`src/rtl/ibex_rf_write_arbiter.sv`:
```
// Register-file write-port arbiter: writeback has fixed priority, LSU and debug share round-robin.
// Also sequences a clear of x1..x31, during which all requesters are stalled.
module ibex_rf_write_arbiter #(
  parameter int unsigned            DataWidth = 32,
  parameter logic [DataWidth-1:0]   ClearVal  = '0
) (
  input  logic                 clk_i,
  input  logic                 rst_ni,

  input  logic                 wb_req_i,
  input  logic [4:0]           wb_addr_i,
  input  logic [DataWidth-1:0] wb_data_i,
  output logic                 wb_gnt_o,

  input  logic                 lsu_req_i,
  input  logic [4:0]           lsu_addr_i,
  input  logic [DataWidth-1:0] lsu_data_i,
  output logic                 lsu_gnt_o,

  input  logic                 dbg_req_i,
  input  logic [4:0]           dbg_addr_i,
  input  logic [DataWidth-1:0] dbg_data_i,
  output logic                 dbg_gnt_o,

  input  logic                 clear_req_i,
  output logic                 clear_busy_o,
  output logic                 clear_done_o,

  output logic [4:0]           rf_waddr_o,
  output logic [DataWidth-1:0] rf_wdata_o,
  output logic                 rf_we_o
);

  typedef enum logic [1:0] {StIdle, StClear, StDone} state_e;

  state_e     state_q;
  logic [4:0] cnt_q;
  logic       rr_q;
  logic       clear_busy_q;
  logic       clear_done_q;

  logic       idle;
  logic       lsu_wins;
  logic       wb_gnt;
  logic       lsu_gnt;
  logic       dbg_gnt;

  // Grants are masked while reset is asserted, even though the state already reads idle.
  assign idle     = rst_ni && (state_q == StIdle);
  assign lsu_wins = lsu_req_i && (!dbg_req_i || !rr_q);
  assign wb_gnt   = idle && wb_req_i;
  assign lsu_gnt  = idle && !wb_req_i && lsu_wins;
  assign dbg_gnt  = idle && !wb_req_i && dbg_req_i && !lsu_wins;

  assign wb_gnt_o     = wb_gnt;
  assign lsu_gnt_o    = lsu_gnt;
  assign dbg_gnt_o    = dbg_gnt;
  assign clear_busy_o = clear_busy_q;
  assign clear_done_o = clear_done_q;

  always_comb begin
    rf_we_o    = 1'b0;
    rf_waddr_o = '0;
    rf_wdata_o = '0;
    if (state_q == StClear) begin
      rf_we_o    = 1'b1;
      rf_waddr_o = cnt_q;
      rf_wdata_o = ClearVal;
    end else if (wb_gnt) begin
      rf_waddr_o = wb_addr_i;
      rf_wdata_o = wb_data_i;
      rf_we_o    = (wb_addr_i != 5'd0);
    end else if (lsu_gnt) begin
      rf_waddr_o = lsu_addr_i;
      rf_wdata_o = lsu_data_i;
      rf_we_o    = (lsu_addr_i != 5'd0);
    end else if (dbg_gnt) begin
      rf_waddr_o = dbg_addr_i;
      rf_wdata_o = dbg_data_i;
      rf_we_o    = (dbg_addr_i != 5'd0);
    end
  end

  always_ff @(posedge clk_i or negedge rst_ni) begin
    if (!rst_ni) begin
      state_q      <= StIdle;
      cnt_q        <= 5'd0;
      rr_q         <= 1'b0;
      clear_busy_q <= 1'b0;
      clear_done_q <= 1'b0;
    end else begin
      unique case (state_q)
        StIdle: begin
          if (clear_req_i) begin
            state_q      <= StClear;
            cnt_q        <= 5'd1;
            clear_busy_q <= 1'b1;
          end
          // Point away from the last LSU/debug winner.
          if (lsu_gnt) begin
            rr_q <= 1'b1;
          end else if (dbg_gnt) begin
            rr_q <= 1'b0;
          end
        end
        StClear: begin
          cnt_q <= cnt_q + 5'd1;
          if (cnt_q == 5'd31) begin
            state_q      <= StDone;
            clear_done_q <= 1'b1;
          end
        end
        StDone: begin
          state_q      <= StIdle;
          clear_done_q <= 1'b0;
          clear_busy_q <= 1'b0;
        end
        default: begin
          state_q      <= StIdle;
          clear_done_q <= 1'b0;
          clear_busy_q <= 1'b0;
        end
      endcase
    end
  end

endmodule

```
`config.mk`:
```
export PLATFORM = sky130hd
export DESIGN_NAME = ibex_rf_write_arbiter
export DESIGN_NICKNAME = d
export VERILOG_FILES = /design/src/rtl/ibex_rf_write_arbiter.sv
export SDC_FILE = /design/constraint.sdc
export NUM_CORES = 1
export LEC_CHECK = 0
export BUFFER_PORTS_ARGS = -buffer_cell sky130_fd_sc_hd__clkbuf_2
export CAP_MARGIN = 25
export CORE_UTILIZATION = 31
export CTS_CLUSTER_DIAMETER = 100
export DETAILED_ROUTE_END_ITERATION = 7
export PLACE_DENSITY = 0.77
export SYNTH_ARGS = -nofsm -noshare
export SYNTH_HDL_FRONTEND = slang
export SYNTH_SLANG_ARGS = --single-unit
```
`constraint.sdc`:
```
create_clock -name clk_i -period 2 [get_ports clk_i]
set_input_delay 0.2 -clock clk_i [delete_from_list [all_inputs] [get_ports clk_i]]
set_output_delay 0.2 -clock clk_i [all_outputs]
set_load 0.005 [all_outputs]
```
==> flow_metrics.py, run 1 <==
metrics = {
    "status": {
        "outcome": "finished, violations left",
        "violations": "negative setup slack",
    },
    "yosys": {
        "synth_cells": 186,
        "netlist.top_cell.by_area": "sky130_fd_sc_hd__dfrtp_1",
        "synth_warnings": 0,
        "synth_edf_count": 0,
        "async_reset_ff_frac": 1.000,
        "synth_common_cells": "sky130_fd_sc_hd__nor2_1 (43), sky130_fd_sc_hd__o21ai_0 (40), sky130_fd_sc_hd__a221oi_1 (24)",
        "synth.yosys.seq_area_share": 0.1823,
        "synth.most_common_cell": "sky130_fd_sc_hd__nor2_1",
        "proportion_of_netlist_area_held_by_the_largest_area_contributor": 0.1823,
        "postSynthRegisterBits": 10,
        "synth_top_flop_cell": "sky130_fd_sc_hd__dfrtp_1",
        "synth_top_cells_by_area": "sky130_fd_sc_hd__dfrtp_1 (18%), sky130_fd_sc_hd__a221oi_1 (15%), sky130_fd_sc_hd__o21ai_0 (15%), sky130_fd_sc_hd__nor2_1 (12%), sky130_fd_sc_hd__a221oi_2 (8.8%)",
        "syn_nets": 305,
        "avgSynthCellArea_um2": 7.379,
        "mappedNetlistArea_um2": 1373,
        "synthDistinctLibCells": 29,
    },
    "global_routing": {
        "grt-ovfl-total": 0,
        "grt_start_max_net_pins": 33,
        "number_of_antenna_violations_at_the_first_check_in_global_routing": 0,
        "first_pass_grt_wire_length_mm": 7.734,
        "grt_pass1_vias": 1711,
        "grt_usage": 0.2189,
    },
    "power_and_ir_drop": {
        "max_vdd_drop_mv": 0.6615,
        "power_per_cell_area_nw_per_um2": 684.6,
        "power_leakage_nw": 1.318,
        "power_report.internal_total_mw": 1.074,
        "power.switching_mw": 0.7697,
        "post-layout-total-power_mw": 1.843,
        "comb_power_share": 0.667,
        "power_switching_share": 0.4175,
        "clockPowerShare": 0.135,
        "power.sequential.fraction": 0.199,
    },
    "setup_path": {
        "reg2reg_setup_slack_ns": 0.43,
        "timing.critical_path.from_type": "flip-flop",
        "crit_path_max_fanout": 6,
        "criticalPathCategory": "flip-flop to primary output",
        "worst_path_required_ns": 1.80,
        "crit-reg2reg-launch": "state_q[0]",
        "crit_arrival_ns": 2.01,
        "timing.rr.end": "rr_q",
        "crit_path_end_kind": "primary output",
        "timing.reg2reg.worst_path_depth": 5,
    },
    "clock_network": {
        "clk-insertion-delay-late_ns": 0.24,
        "tritoncts": "yes",
        "clock_tree.root_cell": "sky130_fd_sc_hd__clkbuf_8",
        "cts_buffers": 3,
        "level_count_of_the_clock_h_tree": 1,
        "max-clock-path-buffers": 2,
        "clk_pin_slew_worst_paths_ns": 0.05,
        "cts.sinks": 10,
    },
    "place": {
        "placed_cells_incl_taps": 387,
        "port_buffers": 159,
        "place.gp.congestion": 0.8461,
        "detailed_place_hpwl_mm": 4.366,
    },
    "hold_path": {
        "holdPathStages": 3,
        "hold_end": "state_q[0]",
        "worst_hold_path_class": "input pin to flip-flop",
        "hold_start": "clear_req_i",
    },
    "sta": {
        "max_clock_freq_ghz": 0.4516,
        "worst_tran_pin_value_ns": 0.5193,
        "setup_violators_final": 34,
        "post-route-min-period_ns": 2.215,
        "finalHoldViolations": 0,
        "fin_ws_ns": -0.2145,
        "grt_setup_unrepaired": "true",
        "timing.final.crit_share": 1.107,
        "skew_ns": 0.007257,
        "max_transition_margin": 0.6502,
        "final_max_slew_viol_count": 0,
    },
    "die": {
        "placementRows": 23,
        "die_h_um": 68.54,
        "ioPinCount": 160,
        "fp.dieArea_um2": 4698,
        "placeableCoreArea_um2": 4115,
        "dieWidth_um": 68.54,
        "floorplan.initialDensity": 0.3335,
    },
    "drt": {
        "antenna_violating_nets_post_route": 0,
        "postRouteWirelength_mm": 6.408,
        "route.vias.total": 2249,
        "drt-vias-per-instance": 5.512,
        "drt_wl_cell_um": 15.71,
        "initialDrtViolationCount": 115,
        "drt_pass1_iterations": 4,
        "drt_drc_violations_left": 0,
    },
    "layout": {
        "drive_gt1_frac": 0.6145,
        "syn2layout_area_growth_pct": 96.17,
        "sequential_cell_area_um2": 250.2,
        "n_antenna_cell": 0,
        "final_net_count": 478,
        "multi_input_logic_area_um2": 1115,
        "n_fill_cell": 371,
        "stdcell_count": 408,
    },
    "run": {
        "maxCapViolCount": 0,
    },
}
## power groups by stage
stage	clock, mW	sequential (mW)	combinational, mW
6_report	0.248	0.366	1.23
5_1_grt	0.264	0.379	1.36
4_1_cts	0.252	0.365	1.15
3_5_place_dp	0	0.367	1.09
3_3_place_gp	0	0.362	1.07
2_1_floorplan	0	0.356	0.666
## layer usage
metal	GRT usage	routed length, um
met3	0.02796	465
met4	0.04167	67
met1	0.2834	2581
met2	0.3873	3293
met5	0	0
## metrics by stage
step	setup TNS [ns]	setup slack, ns	hold slack, ns	instance area (um^2)	utilization
after floorplan	0	0.01263	-0.09559	1373	-
after global placement	0	0.01436	0.1489	2223	0.5403
after detailed placement	-0.1521	-0.02928	0.1469	2223	0.5403
after CTS	-6.698	-0.2225	0.2505	2447	0.5947
after global routing	-9.541	-0.3211	0.2852	2693	0.6543
final	-6.203	-0.2145	0.2570	2693	0.6543
## kinds of logic (layout without fill, tap and decap cells)
| family | Yosys count | count (layout) | share of synthesized area |
|---|---|---|---|
| AO/OA/AOI/OAI | 90 | 90 | 0.4932 |
| adder cells (fa/ha/maj) | 2 | 2 | 0.01823 |
| buffers and inverters | 23 | 195 | 0.09662 |
| flip-flops | 10 | 10 | 0.1823 |
| multiplexers | 1 | 1 | 0.007293 |
| AND/OR/NAND/NOR | 60 | 60 | 0.2024 |
## what timing repair did
item / CTS / global route
endpoints found under the hold margin: 10 / 0
gates cloned: 3 / 4
endpoints found under the setup margin: 35 / 40
buffers inserted: 6 / 4
hold buffers: 1 / 0
gates resized for setup: 22 / 49
pin swaps: 10 / 41
## how the worst max path moves through the flow
stage | start | endpoint | slack (ns) | depth (start not counted)
after detailed placement | rr_q | rf_wdata_o[11] | -0.03 | 6
after CTS | state_q[0] | rf_wdata_o[31] | -0.22 | 7
final | state_q[0] | rf_wdata_o[18] | -0.21 | 8
after global placement | state_q[0] | rf_wdata_o[14] | 0.01 | 6
after floorplan | state_q[1] | rf_wdata_o[23] | 0.01 | 7
after global routing | state_q[0] | rf_wdata_o[4] | -0.32 | 8
## cell usage in the layout (no fill, tap or decap), drive strengths merged, types with 3 or more instances in the layout
master / count
clkbuf: 138
o21ai: 41
buf: 52
a221oi: 32
a221o: 5
a32oi: 5
inv: 3
nor2: 43
a21oi: 3
dfrtp: 10
or4: 3
nand2: 4
## cell type report
cell class / count / share of cell area
timing repair buffer: 187 / 0.4424
multi-input combinational: 153 / 0.4140
sequential: 10 / 0.09294
tap: 50 / 0.02323
clock buffer: 4 / 0.02045
inverter: 4 / 0.006970
## state kept, by name (all words and copies together) (netlist names)
name and flops:
cnt_q 5, state_q 2, clear_busy_o 1, clear_done_o 1
rr_q 1
## worst max-delay path: stages, from the launching register on
cell	delay (ns)
sky130_fd_sc_hd__dfrtp_1	0.37
sky130_fd_sc_hd__or4b_4	0.54
sky130_fd_sc_hd__buf_6	0.15
sky130_fd_sc_hd__nor2b_4	0.14
sky130_fd_sc_hd__buf_12	0.15
sky130_fd_sc_hd__buf_6	0.12
sky130_fd_sc_hd__a221oi_1	0.08
sky130_fd_sc_hd__nor2_1	0.11
sky130_fd_sc_hd__buf_2	0.13
No activity file was read; power rests on OpenSTA's default activity.
==> inputs of run 2 (changes only) <==
CELL_PAD_IN_SITES_DETAIL_PLACEMENT = 1   (was default)
CELL_PAD_IN_SITES_GLOBAL_PLACEMENT = 2   (was default)
CORE_UTILIZATION = 13   (was 31)
PLACE_DENSITY = default   (was 0.77)
PLACE_DENSITY_LB_ADDON = 0.1   (was default)
clock period = 1.8 ns   (was 2 ns; I/O delays follow)
==> run 2 against run 1 <==
Net effect:
- the flow still finishes with violations (negative setup slack)
- via count fell by 2.9%
- final cell count rose by 19%
- non-clock buffer count fell by 9
- power rose by 13%
- sequential share of layout area rose by 0.28 points
- wire length rose by 29%
- flip-flop and latch count did not move
- clock power fell by 9.7%
- clock skew fell by 0.0019 ns
- cell area fell by 2.9%
- core utilization fell by 40 points
- critical endpoint unchanged
==> flow_metrics.py, run 2 (synthesis gave the netlist of run 1 again) <==
metrics = {
    "status": {
        "outcome": "finished, violations left",
        "violations": "negative setup slack",
    },
    "setup_path": {
        "worstPathCellList": "or4b_4 > nor3b_4 > buf_12 > a221oi_1 > nor2_1 > clkbuf_2",
        "crit_arrival_ns": 2.01,
        "critPathMaxStageDelay_ns": 0.56,
        "crit_path_end_kind": "primary output",
        "critPathTopFamily": "simple AND/OR/NAND/NOR gates",
        "timing.reg2reg.worst_path_depth": 5,
        "timing.rr.end": "clear_done_o",
        "source_of_the_critical_timing_path": "state_q[0]",
        "criticalPathCategory": "flip-flop to primary output",
        "worst_path_max_delay_cell": "sky130_fd_sc_hd__or4b_4",
        "worst_path_required_ns": 1.62,
        "reg2reg_setup_slack_ns": 0.30,
        "crit-reg2reg-launch": "cnt_q[0]",
        "timing.critical_path.from_type": "flip-flop",
        "crit_path_max_fanout": 34,
        "path_buf_inv": 2,
    },
    "die": {
        "dieWidth_um": 104.8,
        "ioPinCount": 160,
        "placeableCoreArea_um2": 10280,
        "placementRows": 37,
        "fp.dieArea_um2": 10970,
        "die_h_um": 104.8,
        "floorplan.initialDensity": 0.1336,
    },
    "clock_network": {
        "clock_tree.root_cell": "sky130_fd_sc_hd__clkbuf_8",
        "clk_pin_slew_worst_paths_ns": 0.05,
        "max-clock-path-buffers": 2,
        "clk-insertion-delay-late_ns": 0.23,
        "level_count_of_the_clock_h_tree": 1,
        "cts.sinks": 10,
        "cts_buffers": 3,
        "tritoncts": "yes",
    },
    "place": {
        "placed_cells_incl_taps": 477,
        "port_buffers": 159,
        "detailed_place_hpwl_mm": 6.169,
        "detailed_place.area_um2": 2399,
        "place.gp.congestion": 0.7289,
    },
    "power_and_ir_drop": {
        "power_per_cell_area_nw_per_um2": 796.2,
        "max_vdd_drop_mv": 0.3986,
        "power_leakage_nw": 1.208,
    },
    "sta": {
        "worst_tran_pin_value_ns": 0.4729,
        "skew_ns": 0.005401,
        "setup_violators_final": 40,
        "final_max_slew_viol_count": 0,
        "fin_ws_ns": -0.3933,
        "hold_ws_ns": 0.2303,
        "timing.final.crit_share": 1.219,
        "post-route-min-period_ns": 2.193,
        "finalHoldViolations": 0,
        "max_transition_margin": 0.6837,
        "grt_setup_unrepaired": "true",
        "max_clock_freq_ghz": 0.4559,
    },
    "global_routing": {
        "first_pass_grt_wire_length_mm": 12.64,
        "grt-ovfl-total": 0,
        "number_of_antenna_violations_at_the_first_check_in_global_routing": 0,
        "grt_start_max_net_pins": 35,
        "grt_pass1_vias": 2197,
        "grt_usage": 0.1424,
    },
    "drt": {
        "antenna_violating_nets_post_route": 0,
        "drt-vias-per-instance": 4.512,
        "drt_pass1_iterations": 4,
        "drt_drc_violations_left": 0,
        "initialDrtViolationCount": 100,
        "route.vias.total": 2184,
        "postRouteWirelength_mm": 8.274,
        "drt_wl_cell_um": 17.10,
    },
    "hold_path": {
        "hold_end": "clear_busy_o",
        "hold_start": "clear_req_i",
        "holdPathStages": 3,
        "worst_hold_path_class": "input pin to flip-flop",
    },
    "layout": {
        "final_cell_mix": "sky130_fd_sc_hd__clkbuf_2 (149), sky130_fd_sc_hd__o21ai_0 (40), sky130_fd_sc_hd__nor2_1 (37)",
        "final_net_count": 469,
        "largest_register_ff_count": 5,
        "syn2layout_area_growth_pct": 90.52,
        "max_flop_register": "cnt_q",
        "layout_commonest_cell": "sky130_fd_sc_hd__clkbuf_2",
        "biggestRegsByFlops": "cnt_q: 5 flops, state_q: 2 flops",
        "drive_gt1_frac": 0.5920,
        "n_antenna_cell": 0,
        "stdcell_count": 484,
        "layout.core_utilization": 0.2544,
        "final_cell_area_um2": 2615,
    },
    "run": {
        "maxCapViolCount": 0,
    },
}
[run 2: worst max path at each step]
stage / cells after the start / slack [ns] / end
final: 6 / -0.39 / rf_wdata_o[18]
after global routing: 6 / -0.50 / rf_wdata_o[4]
after CTS: 6 / -0.41 / rf_wdata_o[13]
after detailed placement: 6 / -0.15 / rf_wdata_o[11]
after global placement: 6 / -0.14 / rf_wdata_o[13]
after floorplan: 7 / -0.17 / rf_wdata_o[23]
[run 2: area by class of cell]
type                       count  area, um^2
clock buffer                   3       41.29
fill                        1290        7662
inverter                       4       20.02
multi-input combinational    153        1094
sequential                    10       250.2
tap                          136       170.2
timing repair buffer         178        1040
[run 2: worst reg2reg max path, stage by stage, from the launching register on]
cell                      delay [ns]
sky130_fd_sc_hd__dfrtp_1        0.42
sky130_fd_sc_hd__ha_1           0.25
sky130_fd_sc_hd__and3_1         0.19
sky130_fd_sc_hd__ha_1           0.19
sky130_fd_sc_hd__and3_1         0.20
sky130_fd_sc_hd__a21o_1         0.15
[run 2: repair_timing]
action	in CTS	in global routing
gates resized for setup	13	22
buffers inserted	2	1
endpoints found under the hold margin	10	0
hold buffers	1	0
setup endpoints to repair	40	41
gates cloned	1	2
pin swaps	6	4
[run 2: power by group]
part           total, mW  internal (mW)  leakage [nW]  switching (mW)
clock              0.224          0.146        0.0216          0.0783
combinational       1.44          0.707          1.07           0.738
sequential         0.414          0.321         0.120          0.0925
[run 2: layer usage]
| metal | routed length (um) | share of wire | track usage |
|---|---|---|---|
| met4 | 47 | 0.0057 | 0.01509 |
| met5 | 0 | 0 | 0 |
| met3 | 347 | 0.042 | 0.01497 |
| met1 | 3465 | 0.42 | 0.1797 |
| met2 | 4413 | 0.53 | 0.2663 |
[run 2: stage by stage]
step | setup slack [ns] | total power [mW] | setup TNS (ns)
after CTS | -0.4061 | 2.080 | -13.29
after detailed placement | -0.1516 | 1.777 | -3.970
after global placement | -0.1386 | 1.783 | -3.171
after global routing | -0.4962 | 2.292 | -15.84
final | -0.3933 | 2.082 | -12.31
after floorplan | -0.1674 | 1.139 | -4.826
==> inputs of run 3 (changes only) <==
==> constraint.sdc (replaced) <==
create_clock -name clk_i -period 1.8 [get_ports clk_i]
set_input_delay 0.09 -clock clk_i [delete_from_list [all_inputs] [get_ports clk_i]]
set_output_delay 0.09 -clock clk_i [all_outputs]
set_load 0.005 [all_outputs]
==> run 3 against run 2 <==
Net effect:
- the run still ends with negative setup slack left
- clock power about the same
- sequential power about the same
- critical path depth up 1
- register-to-register slack about the same
- fmax up 3.3%
- highest routed layer unchanged
==> flow_metrics.py, run 3 (synthesis gave the netlist of run 1 again) <==
metrics = {
    "status": {
        "outcome": "finished, violations left",
        "violations": "negative setup slack",
    },
    "drt": {
        "drt_wl_cell_um": 16.53,
        "drt_pass1_iterations": 4,
        "postRouteWirelength_mm": 8.098,
        "drt_drc_violations_left": 0,
        "antenna_violating_nets_post_route": 0,
        "drt-vias-per-instance": 4.520,
        "route.vias.total": 2215,
        "initialDrtViolationCount": 91,
    },
    "die": {
        "dieWidth_um": 104.8,
        "placeableCoreArea_um2": 10280,
        "floorplan.initialDensity": 0.1336,
        "ioPinCount": 160,
        "fp.dieArea_um2": 10970,
        "placementRows": 37,
        "die_h_um": 104.8,
    },
    "layout": {
        "n_fill_cell": 1291,
        "n_antenna_cell": 0,
        "stdcell_count": 490,
        "syn2layout_area_growth_pct": 90.15,
        "drive_gt1_frac": 0.5791,
        "layout.core_utilization": 0.2540,
        "largest_register_ff_count": 5,
        "max_flop_register": "cnt_q",
        "sequential_cell_area_um2": 250.2,
        "final_cell_mix": "sky130_fd_sc_hd__clkbuf_2 (142), sky130_fd_sc_hd__o21ai_0 (40), sky130_fd_sc_hd__nor2_1 (39)",
        "final_net_count": 475,
        "biggestRegsByFlops": "cnt_q: 5 flops, state_q: 2 flops",
        "multi_input_logic_area_um2": 1025,
        "layout_commonest_cell": "sky130_fd_sc_hd__clkbuf_2",
        "final_cell_area_um2": 2610,
    },
    "sta": {
        "post-route-min-period_ns": 2.124,
        "final_max_slew_viol_count": 0,
        "grt_setup_unrepaired": "true",
        "tns_ns": -9.522,
        "max_clock_freq_ghz": 0.4708,
        "timing.final.crit_share": 1.180,
        "finalHoldViolations": 0,
        "skew_ns": 0.001869,
        "worst_tran_pin_value_ns": 0.4775,
        "setup_violators_final": 37,
        "max_transition_margin": 0.6806,
        "fin_ws_ns": -0.3240,
    },
    "clock_network": {
        "clk-insertion-delay-late_ns": 0.23,
        "clk_pin_slew_worst_paths_ns": 0.05,
        "tritoncts": "yes",
        "cts_buffers": 3,
        "max-clock-path-buffers": 2,
        "clock_tree.root_cell": "sky130_fd_sc_hd__clkbuf_8",
        "level_count_of_the_clock_h_tree": 1,
        "cts.sinks": 10,
    },
    "setup_path": {
        "source_of_the_critical_timing_path": "state_q[0]",
        "crit_path_end_kind": "primary output",
        "worst_path_required_ns": 1.71,
        "crit_path_max_fanout": 9,
        "crit-reg2reg-launch": "cnt_q[0]",
        "timing.critical_path.from_type": "flip-flop",
        "timing.rr.end": "clear_done_o",
        "setup.worst_path.end": "rf_wdata_o[2]",
        "reg2reg_setup_slack_ns": 0.31,
        "timing.reg2reg.worst_path_depth": 5,
        "criticalPathCategory": "flip-flop to primary output",
        "crit_arrival_ns": 2.03,
    },
    "place": {
        "detailed_place.area_um2": 2431,
        "port_buffers": 159,
        "preCtsSetupSlack_ns": -0.06729,
        "placed_cells_incl_taps": 479,
        "detailed_place_hpwl_mm": 6.265,
        "place.gp.congestion": 0.7488,
    },
    "global_routing": {
        "grt_usage": 0.1363,
        "grt_pass1_vias": 2196,
        "grt_start_max_net_pins": 35,
        "grt-ovfl-total": 0,
        "number_of_antenna_violations_at_the_first_check_in_global_routing": 0,
        "first_pass_grt_wire_length_mm": 12.16,
    },
    "power_and_ir_drop": {
        "power_per_cell_area_nw_per_um2": 775.0,
        "max_vdd_drop_mv": 0.4357,
        "power_leakage_nw": 1.241,
    },
    "hold_path": {
        "worst_hold_path_class": "input pin to flip-flop",
    },
    "run": {
        "maxCapViolCount": 0,
    },
}
[run 3: report_power, final]
| part | internal [mW] | switching (mW) | total [mW] |
|---|---|---|---|
| Clock | 0.146 | 0.0780 | 0.224 |
| Sequential | 0.321 | 0.0909 | 0.412 |
| Combinational | 0.687 | 0.700 | 1.39 |
| Total | 1.15 | 0.868 | 2.02 |
[run 3: critical path: stages, from the launching register on]
cell	delay, ns
sky130_fd_sc_hd__dfrtp_1	0.37
sky130_fd_sc_hd__or4b_4	0.56
sky130_fd_sc_hd__nor3b_4	0.23
sky130_fd_sc_hd__buf_4	0.16
sky130_fd_sc_hd__clkbuf_16	0.16
sky130_fd_sc_hd__a221oi_1	0.07
sky130_fd_sc_hd__nor2_1	0.12
sky130_fd_sc_hd__clkbuf_2	0.12
[run 3: through the flow]
stage	hold WS (ns)	total power [mW]
6_report	0.1482	2.023
3_3_place_gp	0.07120	1.786
4_1_cts	0.1426	2.027
3_5_place_dp	0.06264	1.777
2_1_floorplan	-0.2056	1.139
5_1_grt	0.2044	2.223
[run 3: metal layers]
metal | wire (um) | track usage | vias to the layer above
met5 | 0 | 0 | -
met4 | 45 | 0.02213 | 0
met3 | 397 | 0.01684 | 4
met2 | 4344 | 0.2630 | 85
met1 | 3311 | 0.1611 | 1055
li1 | - | - | 1071
[run 3: cell type report]
class	instances	area share
well taps	136	0.06520
multi-input cells	153	0.3926
inverters	4	0.005753
clock buffers	3	0.01582
flip-flops and latches	10	0.09588
repair buffers	184	0.4247
[run 3: what timing repair did]
action                                  4_1_cts  5_1_grt
endpoints found under the setup margin       39       39
resized for setup                             3       21
pin swaps                                     0        3
setup buffers                                 0        3
hold endpoints to repair                     10        0
hold buffers                                  1        0
cloned                                        0        4
[run 3: worst min-delay path by stage]
| stage | startpoint | to | slack [ns] | cells past startpoint |
|---|---|---|---|---|
| 5_1_grt | clear_req_i | clear_busy_o | 0.20 | 3 |
| 3_3_place_gp | rst_ni | cnt_q[2] | 0.07 | 2 |
| 4_1_cts | clear_req_i | clear_busy_o | 0.14 | 3 |
| 6_report | clear_req_i | clear_busy_o | 0.15 | 3 |
| 2_1_floorplan | rst_ni | clear_busy_o | -0.21 | 0 |
| 3_5_place_dp | rst_ni | cnt_q[2] | 0.06 | 2 |
